`config.mk`:
```
export PLATFORM = sky130hd
export DESIGN_NAME = mips_reg_writeback_flat
export DESIGN_NICKNAME = d
export VERILOG_FILES = /design/src/rtl/mips_wb_pkg.sv /design/src/rtl/mips_reg_writeback_if.sv /design/src/rtl/mips_wb_fifo.sv /design/src/rtl/mips_reg_writeback.sv /design/src/flat_wrapper.sv
export SDC_FILE = /design/constraint.sdc
export NUM_CORES = 1
export LEC_CHECK = 0
export ABC_AREA = 1
export CAP_MARGIN = 20
export CORE_MARGIN = 2
export CORE_UTILIZATION = 40
export DETAILED_ROUTE_END_ITERATION = 10
export HOLD_SLACK_MARGIN = 0.15
export PLACE_DENSITY_LB_ADDON = 0.08
export SLEW_MARGIN = 20
export SYNTH_ARGS = -nofsm -noshare
export SYNTH_HDL_FRONTEND = slang
export SYNTH_HIERARCHICAL = 1
export SYNTH_SLANG_ARGS = --single-unit
```
`constraint.sdc`:
```
create_clock -name clk -period 3.9 [get_ports clk]
set_input_delay 0.78 -clock clk [delete_from_list [all_inputs] [get_ports clk]]
set_output_delay 0.78 -clock clk [all_outputs]
set_load 0.01 [all_outputs]
```
`src/rtl/mips_wb_pkg.sv`:
```
// Shared widths and the queue entry type for the register write-back path.
package mips_wb_pkg;

  localparam int DATA_W = 32;
  localparam int REG_W  = 5;
  localparam logic [REG_W-1:0] ZERO_REG = 5'd0;

  // One pending register-file write: destination index and value.
  typedef struct packed {
    logic [REG_W-1:0]  rd;
    logic [DATA_W-1:0] data;
  } wb_entry_t;

endpackage

```
`src/rtl/mips_reg_writeback_if.sv`:
```
// Result offer bus from the load path and the ALU path into write-back.
//
// Handshake: a producer holds valid and its reg/data stable; the transfer
// happens on the rising edge where valid and ready are both high. Ready is
// never a function of the same path's valid, so there is no combinational
// loop. alu_ready does look at mem_valid, because two accepts per cycle
// share the free space.
interface mips_reg_writeback_if import mips_wb_pkg::*; ();

  logic              mem_valid;
  logic              mem_ready;
  logic [REG_W-1:0]  mem_reg;
  logic [DATA_W-1:0] mem_data;

  logic              alu_valid;
  logic              alu_ready;
  logic [REG_W-1:0]  alu_reg;
  logic [DATA_W-1:0] alu_data;

  modport master (
    output mem_valid, mem_reg, mem_data,
    output alu_valid, alu_reg, alu_data,
    input  mem_ready, alu_ready
  );

  modport slave (
    input  mem_valid, mem_reg, mem_data,
    input  alu_valid, alu_reg, alu_data,
    output mem_ready, alu_ready
  );

endinterface

```
`src/rtl/mips_wb_fifo.sv`:
```
// Two-write / one-read circular buffer of pending register writes.
// Port 0 is written before port 1 when both are enabled, so port 0 is the
// older entry. The age-ordered view (index 0 = oldest) feeds the forwarding
// search; entries at or beyond count_o are marked invalid.
module mips_wb_fifo import mips_wb_pkg::*; #(
  parameter  int DEPTH = 4,
  localparam int AW    = $clog2(DEPTH),
  localparam int CW    = AW + 1
) (
  input  logic             clk,
  input  logic             reset,
  input  logic             wr0_en_i,
  input  wb_entry_t        wr0_entry_i,
  input  logic             wr1_en_i,
  input  wb_entry_t        wr1_entry_i,
  input  logic             rd_en_i,
  output wb_entry_t        head_o,
  output logic [CW-1:0]    count_o,
  output logic             empty_o,
  output logic             full_o,
  output wb_entry_t        age_entry_o [DEPTH],
  output logic [DEPTH-1:0] age_valid_o
);

  wb_entry_t     mem_q [DEPTH];
  logic [AW-1:0] wr_ptr_q, wr_ptr_d;
  logic [AW-1:0] rd_ptr_q, rd_ptr_d;
  logic [CW-1:0] count_q, count_d;
  logic          empty_q, full_q;
  logic [CW-1:0] n_wr;

  // Next pointers and occupancy; pointer arithmetic wraps since DEPTH is a power of two.
  always_comb begin
    n_wr     = CW'(wr0_en_i) + CW'(wr1_en_i);
    wr_ptr_d = wr_ptr_q + AW'(n_wr);
    rd_ptr_d = rd_ptr_q + AW'(rd_en_i);
    count_d  = count_q + n_wr - CW'(rd_en_i);
  end

  // Control state; the storage itself needs no reset because count gates it.
  always_ff @(posedge clk) begin
    if (reset) begin
      wr_ptr_q <= '0;
      rd_ptr_q <= '0;
      count_q  <= '0;
      empty_q  <= 1'b1;
      full_q   <= 1'b0;
    end else begin
      wr_ptr_q <= wr_ptr_d;
      rd_ptr_q <= rd_ptr_d;
      count_q  <= count_d;
      empty_q  <= (count_d == '0);
      full_q   <= (count_d == CW'(DEPTH));
    end
  end

  // Storage writes: port 1 lands after port 0 when both are active.
  always_ff @(posedge clk) begin
    if (wr0_en_i) mem_q[wr_ptr_q] <= wr0_entry_i;
    if (wr1_en_i) mem_q[wr0_en_i ? wr_ptr_q + AW'(1) : wr_ptr_q] <= wr1_entry_i;
  end

  // Age-ordered view of the live entries, oldest first.
  always_comb begin
    for (int i = 0; i < DEPTH; i++) begin
      age_entry_o[i] = mem_q[rd_ptr_q + AW'(i)];
      age_valid_o[i] = (CW'(i) < count_q);
    end
  end

  assign head_o  = mem_q[rd_ptr_q];
  assign count_o = count_q;
  assign empty_o = empty_q;
  assign full_o  = full_q;

endmodule

```
`src/rtl/mips_reg_writeback.sv`:
```
// Register-file write-back initiator: accepts load and ALU results, queues
// them in order, retires one per cycle to the register file write port and
// forwards queued or retiring values to decode.
module mips_reg_writeback import mips_wb_pkg::*; #(
  parameter  int DEPTH = 4,
  localparam int CW    = $clog2(DEPTH) + 1
) (
  input  logic                 clk,
  input  logic                 reset,
  mips_reg_writeback_if.slave  wb_in,
  input  logic                 wb_hold,
  output logic [REG_W-1:0]     write_reg,
  output logic [DATA_W-1:0]    write_data,
  output logic                 signal_reg_write,
  input  logic [REG_W-1:0]     query_reg_1,
  input  logic [REG_W-1:0]     query_reg_2,
  output logic                 fwd_hit_1,
  output logic                 fwd_hit_2,
  output logic [DATA_W-1:0]    fwd_data_1,
  output logic [DATA_W-1:0]    fwd_data_2,
  output logic [CW-1:0]        count,
  output logic                 empty,
  output logic                 full
);

  wb_entry_t         head;
  wb_entry_t         age_entry [DEPTH];
  logic [DEPTH-1:0]  age_valid;
  wb_entry_t         mem_entry, alu_entry;
  logic              mem_store, alu_store, pop;

  logic              srw_q;
  logic [REG_W-1:0]  write_reg_q;
  logic [DATA_W-1:0] write_data_q;

  // Space comes from the registered count only; a same-cycle pop gives no credit.
  assign wb_in.mem_ready = !full;
  assign wb_in.alu_ready = (({1'b0, count} + (CW+1)'(wb_in.mem_valid)) < (CW+1)'(DEPTH));

  // Accepted results to register 0 complete the handshake but are dropped here.
  assign mem_store = wb_in.mem_valid && wb_in.mem_ready &&
                     (wb_in.mem_reg != ZERO_REG) && !reset;
  assign alu_store = wb_in.alu_valid && wb_in.alu_ready &&
                     (wb_in.alu_reg != ZERO_REG) && !reset;
  assign pop       = !empty && !wb_hold && !reset;

  assign mem_entry = '{rd: wb_in.mem_reg, data: wb_in.mem_data};
  assign alu_entry = '{rd: wb_in.alu_reg, data: wb_in.alu_data};

  // The load result goes in port 0 so it is older than a same-cycle ALU result.
  mips_wb_fifo #(.DEPTH(DEPTH)) u_fifo (
    .clk         (clk),
    .reset       (reset),
    .wr0_en_i    (mem_store),
    .wr0_entry_i (mem_entry),
    .wr1_en_i    (alu_store),
    .wr1_entry_i (alu_entry),
    .rd_en_i     (pop),
    .head_o      (head),
    .count_o     (count),
    .empty_o     (empty),
    .full_o      (full),
    .age_entry_o (age_entry),
    .age_valid_o (age_valid)
  );

  // Retire register: pulse the write enable for one cycle per popped entry, else hold index/data.
  always_ff @(posedge clk) begin
    if (reset) begin
      srw_q        <= 1'b0;
      write_reg_q  <= '0;
      write_data_q <= '0;
    end else if (pop) begin
      srw_q        <= 1'b1;
      write_reg_q  <= head.rd;
      write_data_q <= head.data;
    end else begin
      srw_q        <= 1'b0;
    end
  end

  assign signal_reg_write = srw_q;
  assign write_reg        = write_reg_q;
  assign write_data       = write_data_q;

  // Forwarding: retiring write is lowest priority, then queue oldest to youngest, so youngest wins.
  always_comb begin
    fwd_hit_1  = 1'b0;
    fwd_data_1 = '0;
    fwd_hit_2  = 1'b0;
    fwd_data_2 = '0;
    if (srw_q && (write_reg_q == query_reg_1)) begin
      fwd_hit_1  = 1'b1;
      fwd_data_1 = write_data_q;
    end
    if (srw_q && (write_reg_q == query_reg_2)) begin
      fwd_hit_2  = 1'b1;
      fwd_data_2 = write_data_q;
    end
    for (int i = 0; i < DEPTH; i++) begin
      if (age_valid[i] && (age_entry[i].rd == query_reg_1)) begin
        fwd_hit_1  = 1'b1;
        fwd_data_1 = age_entry[i].data;
      end
      if (age_valid[i] && (age_entry[i].rd == query_reg_2)) begin
        fwd_hit_2  = 1'b1;
        fwd_data_2 = age_entry[i].data;
      end
    end
    if (query_reg_1 == ZERO_REG) begin
      fwd_hit_1  = 1'b0;
      fwd_data_1 = '0;
    end
    if (query_reg_2 == ZERO_REG) begin
      fwd_hit_2  = 1'b0;
      fwd_data_2 = '0;
    end
  end

endmodule

```
`src/flat_wrapper.sv`:
```
// flat-port wrapper written by rule: the top's interface ports become plain ports
module mips_reg_writeback_flat import mips_wb_pkg::*;
#(
  parameter  int DEPTH = 4,
  localparam int CW    = $clog2(DEPTH) + 1
)
  (clk, reset, wb_hold, write_reg, write_data, signal_reg_write, query_reg_1, query_reg_2, fwd_hit_1, fwd_hit_2, fwd_data_1, fwd_data_2, count, empty, full, wb_in_mem_valid, wb_in_mem_reg, wb_in_mem_data, wb_in_alu_valid, wb_in_alu_reg, wb_in_alu_data, wb_in_mem_ready, wb_in_alu_ready);
  mips_reg_writeback_if wb_in_i ();
  input  logic clk;
  input  logic reset;
  input  logic wb_hold;
  output logic [REG_W-1:0] write_reg;
  output logic [DATA_W-1:0] write_data;
  output logic signal_reg_write;
  input  logic [REG_W-1:0] query_reg_1;
  input  logic [REG_W-1:0] query_reg_2;
  output logic fwd_hit_1;
  output logic fwd_hit_2;
  output logic [DATA_W-1:0] fwd_data_1;
  output logic [DATA_W-1:0] fwd_data_2;
  output logic [CW-1:0] count;
  output logic empty;
  output logic full;
  input wire logic [$bits(wb_in_i.mem_valid)-1:0] wb_in_mem_valid;
  input wire logic [$bits(wb_in_i.mem_reg)-1:0] wb_in_mem_reg;
  input wire logic [$bits(wb_in_i.mem_data)-1:0] wb_in_mem_data;
  input wire logic [$bits(wb_in_i.alu_valid)-1:0] wb_in_alu_valid;
  input wire logic [$bits(wb_in_i.alu_reg)-1:0] wb_in_alu_reg;
  input wire logic [$bits(wb_in_i.alu_data)-1:0] wb_in_alu_data;
  output wire logic [$bits(wb_in_i.mem_ready)-1:0] wb_in_mem_ready;
  output wire logic [$bits(wb_in_i.alu_ready)-1:0] wb_in_alu_ready;
  assign wb_in_i.mem_valid = wb_in_mem_valid;
  assign wb_in_i.mem_reg = wb_in_mem_reg;
  assign wb_in_i.mem_data = wb_in_mem_data;
  assign wb_in_i.alu_valid = wb_in_alu_valid;
  assign wb_in_i.alu_reg = wb_in_alu_reg;
  assign wb_in_i.alu_data = wb_in_alu_data;
  assign wb_in_mem_ready = wb_in_i.mem_ready;
  assign wb_in_alu_ready = wb_in_i.alu_ready;
  mips_reg_writeback #(.DEPTH(DEPTH)) u_core (.clk(clk), .reset(reset), .wb_in(wb_in_i), .wb_hold(wb_hold), .write_reg(write_reg), .write_data(write_data), .signal_reg_write(signal_reg_write), .query_reg_1(query_reg_1), .query_reg_2(query_reg_2), .fwd_hit_1(fwd_hit_1), .fwd_hit_2(fwd_hit_2), .fwd_data_1(fwd_data_1), .fwd_data_2(fwd_data_2), .count(count), .empty(empty), .full(full));
endmodule
```
### Yosys cells after proc, flatten, opt, wreduce, memory -nomap -nowiden

Memory sizes are Yosys's and may differ from the RTL's. A register that Yosys moved wholly into a read port is not among the register bits.
Cells that the tools add are included.

| cells by class | value |
|---|---|
| add/subtract/negate cells | 10 |
| multiply operators | 0 |
| divide/modulo/power cells | 0 |
| magnitude comparators | 5 |
| equality and inequality tests | 11 |
| shifts and indexed selects | 0 |
| muxes and demuxes | 31 |
| bitwise gates (word level) | 0 |
| reduce and logical (&&, ||, !) cells | 27 |

Operators with widths:

| cell | count |
|---|---|
| two-way mux 32 bit | 12 |
| equality test 5 bit | 10 |
| logical AND 1 bit | 18 |
| two-way mux 1 bit | 17 |
| logical NOT 5 bit | 2 |
| nonzero test 5 bit | 2 |
| less-than comparator 1 x 3 -> 1 bit (first input constant) | 2 |
| less-than comparator 2 x 3 -> 1 bit (first input constant) | 2 |
| adder 2 x 1 -> 2 bit (second input constant) | 2 |
| adder 2 bit (second input constant) | 2 |
| adder 3 x 1 -> 4 bit | 1 |
| logical NOT 1 bit | 4 |
| less-than comparator 4 x 3 -> 1 bit (second input constant) | 1 |
| two-way mux 2 bit | 2 |
| adder 3 bit | 1 |
| equality test 3 bit (second input constant) | 1 |
| logical NOT 3 bit | 1 |
| subtractor 3 x 1 -> 3 bit | 1 |
| adder 1 x 1 -> 2 bit | 1 |
| adder 2 x 1 -> 2 bit | 1 |
| adder 2 bit | 1 |

| storage, ports and cells | value |
|---|---|
| bits in registers | 47 |
| latch bits | 0 |
| RAM bits | 148 |
| ROM bits | 0 |
| input port bits | 89 |
| output and inout port bits | 111 |
| memories | 1 |

Memories:

| name | words | bits a word | read ports | clocked after memory_dff | wr ports | RTL line | source |
|---|---|---|---|---|---|---|---|
| u_core.u_fifo.mem_q | 4 | 37 | 4 | 1 | 2 | mips_wb_fifo.sv:25 | `wb_entry_t mem_q [DEPTH];` |

### Depth between registers and ports, before layout

| logic depth | value |
|---|---|
| depth in word-level cells | 9 |
| gate-level depth with buffers | 18 |

### Modules after synthesis

Netlist, hierarchy kept.

Modules (own cells, without submodules):

| module | times used | cells each | area an instance (sq um) | seq. area each (sq um) |
|---|---|---|---|---|
| mips_wb_fifo | 1 | 1440 | 11339.6 | 4624.4 |
| mips_reg_writeback | 1 | 1165 | 6261.0 | 760.7 |

### Worst setup path before layout

Ideal clock, no wire load.

| timing path | value |
|---|---|
| path kind | input -> register |
| start point | in wb_in_mem_reg[3] |
| end point | mem u_core/u_fifo/mem_q[3][0] (netlist name) (enable) |
| setup time | 395 ps |
| arrival time | 3049 ps |
| required time | 3505 ps |
| path slack | 456 ps |
| stages | 11 |
| buffers on the path | 3 |
| cells stage by stage | or3_1 -> o311ai_0 -> inv_1 -> buf_4 -> inv_2 -> nand2_1 -> nand2_1 -> nand3_1 -> buf_4 -> buf_6 -> nand2_1 |

RTL lines:

| element | RTL line | source |
|---|---|---|
| start, declared | flat_wrapper.sv:25 | `input wire logic [$bits(wb_in_i.mem_reg)-1:0] wb_in_mem_reg;` |
| end, declared | mips_wb_fifo.sv:25 |  |

### Worst setup path after layout

| timing path | value |
|---|---|
| start point | reg u_core.u_fifo.rd_ptr_q[0] |
| end point | out fwd_data_1[26] |

| between the ends | value |
|---|---|
| word-level cells in the longest chain between the ends | 8 |
| elaborated cells between the ends (all ways) | 14 |
| those cells by class | add/sub: 3; eq/ne: 3; mux: 4; reduce/logical: 3; memory: 1 |

RTL lines:

| element | RTL line | source |
|---|---|---|
| start, declared | mips_wb_fifo.sv:27 | `logic [AW-1:0] rd_ptr_q, rd_ptr_d;` |
| start signal, assigned | mips_wb_fifo.sv:50 | `rd_ptr_q <= rd_ptr_d;` |
| adder 2 x 1 -> 2 bit | mips_wb_fifo.sv:66 | `age_entry_o[i] = mem_q[rd_ptr_q + AW'(i)];` |
| memory (4 x 37 bit) (*) | - |  |
| equality test 5 bit | mips_reg_writeback.sv:101 | `if (age_valid[i] && (age_entry[i].rd == query_reg_1)) begin` |
| logical AND 1 bit | mips_reg_writeback.sv:101 |  |
| two-way mux 32 bit (2 in series) | mips_reg_writeback.sv:101 |  |
| two-way mux 32 bit (*) | mips_reg_writeback.sv:101 |  |
| two-way mux 32 bit (*) | mips_reg_writeback.sv:110 | `if (query_reg_1 == ZERO_REG) begin` |
| end, declared | flat_wrapper.sv:19 | `output logic [DATA_W-1:0] fwd_data_1;` |

Mark *: on every way between the ends. The rest lies on a longest branch, timed or not.

==> run metrics <==
NetSw around 5.0 mW; post-route minimum period about 4000 ps; Post-Route Skew roughly 22 ps; Area Growth Syn to Fin 25.18%; Skew-Pair Late Insertion Delay 500 ps; largest net degree at the start of global routing between 150 and 200; xor-xnor portion of the synthesized cell area 0.003412; max_cap viols 0; global-route wire length before repair a little over 100 mm; Compound-Gate Fraction of Synth Area 0.1677; most frequent cells in the layout nand2_1 (723), nand4_1 (273), inv_1 (243); DR vias/cell around 5.6; H-tree levels 4; num ports 200; routability cong. approximately 0.96; commonest non-fill, non-tap cell in the layout nand2_1; Post-Synth Adder-Cell Area 0.008246; Crit Path Max Fanout 8; clock slew at the register clock pins of the worst setup and hold paths about 90 ps; # clock sinks ~200; Chip Height around 210 um; WL final ~70 mm; Hold/Removal Path Class register to register; Synth Cell Area ~18,000 um2; Final #Nets ~2,900; max reg flops ~150; 1st-iter DRT viols approximately 2,400; endpoints failing setup 1; Clock power frac 0.167; hold path startpoint u_core/write_data[3]; TritonCTS clock tree yes; initial antenna violation count 0; failing checks setup timing; VDD IR max about 0.36 mV; Reg-to-Reg Start u_core/u_fifo/count_o[2]; Slew Viols, Final 0; Ys Warns 6; largest family of logic cells by synthesized area simple AND/OR/NAND/NOR gates; wire length per cell ~21 um; Max Root-Sink Buffers 2; combinational share of power 0.556; simple-gate share of the synthesized area 0.3278; Overall Global Routing Usage 0.2971; post-synthesis mux area share 0.04208; Mapped Cells approximately 2,600; I/O Buffers about 200; # DRC 0; drt pass-1 iters 6; Cell Rows 76; Slew Limit Headroom 0.5289; final worst path period share 1.005; Critical Path RT about 3100 ps; fmax between 200 and 300 MHz; Sw Ratio 0.4757; grt total ovfl 0; power density cells 473.3 nW/um2; DP HPWL 51.09 mm; startpoint type of the worst setup path register; Unique masters post-synth 36; Min-Delay Path Depth 2; ys flop type edfxtp_1; die footprint around 46,000 um2; crit path capture type primary output; sequential fraction of the synthesis area 0.3060; worst setup margin -18.45 ps; Hold WS around 500 ps; R2R cell count 15; hold_buf cts 0; layout cells sized above 1 0.1864; die width ~210 um; RSZ-0062 raised after global routing yes; DRT antenna net count 0; # diodes 0; WP data arrival ~3100 ps; core box area roughly 43,000 um2; Power Internal about 5.5 mW; Seq cells post-synth ~200; total power roughly 10 mW; post-synth net total around 2,700; P_leak approximately 9.6 nW; EDFF count, synth approximately 150; outcome finished, violations left; Seq pwr share 0.277; initial core utilization 0.4068; Syn Area/Cell ~6.8 um2; Final Hold Viols 0; TNS Setup -18.45 ps; vias in the first global route roughly 16,000; ys async rst share 0; Setup WS pre-CTS -284.2 ps; total CTS buffers 17; actual slew at the worst max-slew pin slightly above 700 ps; CP Launch Point u_core/u_fifo/rd_ptr_q[0]; total number of vias about 19,000; Setup CP Type register to primary output; root buffer cell clkbuf_16
[worst paths after layout]
| path | to | slack, ps |
|---|---|---|
| max | fwd_data_1[26] | -20 |
| min | u_core/write_data[3] | 500 |
| max reg2reg | u_core/u_fifo/empty_o | 890 |
| min reg2reg | u_core/write_data[3] | 500 |
[routing by layer]
| layer | global-route usage | part of all wire | up-vias |
|---|---|---|---|
| li1 | - | - | 9202 |
| met1 | 0.4842 | 0.50 | 8734 |
| met2 | 0.3852 | 0.39 | 943 |
| met3 | 0.06312 | 0.089 | 99 |
| met4 | 0.06585 | 0.023 | 2 |
| met5 | 0.01078 | 0.00084 | - |
[layout make-up]
cell class	count	area [um2]
inverter	258	970.9
fill	4283	21230
clock inverter	14	125.1
multi-input combinational	1884	10260
clock buffer	17	425.4
tap	585	732.0
sequential	195	5393
timing repair buffer	422	4121
[power by group through the flow]
stage | clock [mW] | sequential (mW) | combinational, mW
after floorplan | 0 | 2.87 | 3.26
after global placement | 0 | 2.92 | 5.30
after detailed placement | 0 | 2.93 | 5.35
after CTS | 1.78 | 2.88 | 5.35
after global routing | 1.85 | 2.92 | 6.22
final | 1.74 | 2.89 | 5.80
[cell families (layout without fill, tap and decap cells)]
| kind of cell | after synthesis | in the layout |
|---|---|---|
| adder cells (fa/ha/maj) | 11 | 11 |
| buffers and inverters | 526 | 711 |
| AND/OR/NAND/NOR | 1290 | 1290 |
| multiplexers | 74 | 74 |
| XOR/XNOR | 6 | 6 |
| AO/OA/AOI/OAI | 503 | 503 |
| flip-flops | 195 | 195 |
[cell usage after synthesis (2+ instances only)]
cell,count,area [um2]
a21oi_1,111,555.5
a21oi_2,40,350.3
buf_1,5,18.77
buf_2,96,480.5
buf_4,63,473.0
buf_6,29,326.6
clkbuf_1,75,281.5
dfxtp_1,47,940.9
edfxtp_1,148,4444
ha_1,10,125.1
inv_1,249,934.7
inv_2,9,33.78
mux2i_1,74,740.7
nand2_1,746,2800
nand2_2,2,12.51
nand3_1,144,720.7
nand3_2,2,20.02
nand4_1,273,1708
nor2_1,106,397.9
nor2_2,9,56.30
nor3_1,6,30.03
o211ai_1,2,15.01
o21a_1,64,480.5
o21ai_0,188,940.9
o21ai_1,45,225.2
o22ai_1,13,81.33
o31ai_1,37,277.8
xor2_1,4,35.03
[timing repair]
| item | CTS | global route |
|---|---|---|
| buffers inserted | 4 | 20 |
| pin swaps | 5 | 25 |
| resized for setup | 164 | 264 |
| hold endpoints to repair | 0 | 0 |
| cloned | 0 | 12 |
| setup endpoints to repair | 66 | 66 |
[critical path, stage by stage, from the launching register on]
cell,delay [ps]
dfxtp_4,420
buf_6,160
buf_12,130
nand2_1,70
o21ai_2,90
mux2i_2,90
buf_4,160
buf_6,120
nand2_2,60
nand2_2,60
nor2_4,120
nand3_4,180
buf_6,190
nand2_1,60
nand2_1,80
nand2_1,130
nand3_1,90
a21oi_1,130
dlygate4sd2_1,290
[through the flow]
| step | utilization | std cells | area (um2) |
|---|---|---|---|
| floorplan | - | 2605 | 17600 |
| global placement | 0.4772 | 3309 | 20650 |
| detailed placement | 0.4772 | 3309 | 20650 |
| CTS | 0.4935 | 3344 | 21350 |
| global route | 0.5092 | 3375 | 22030 |
| finish | 0.5092 | 3375 | 22030 |
No activity file was read; power rests on OpenSTA's default activity.
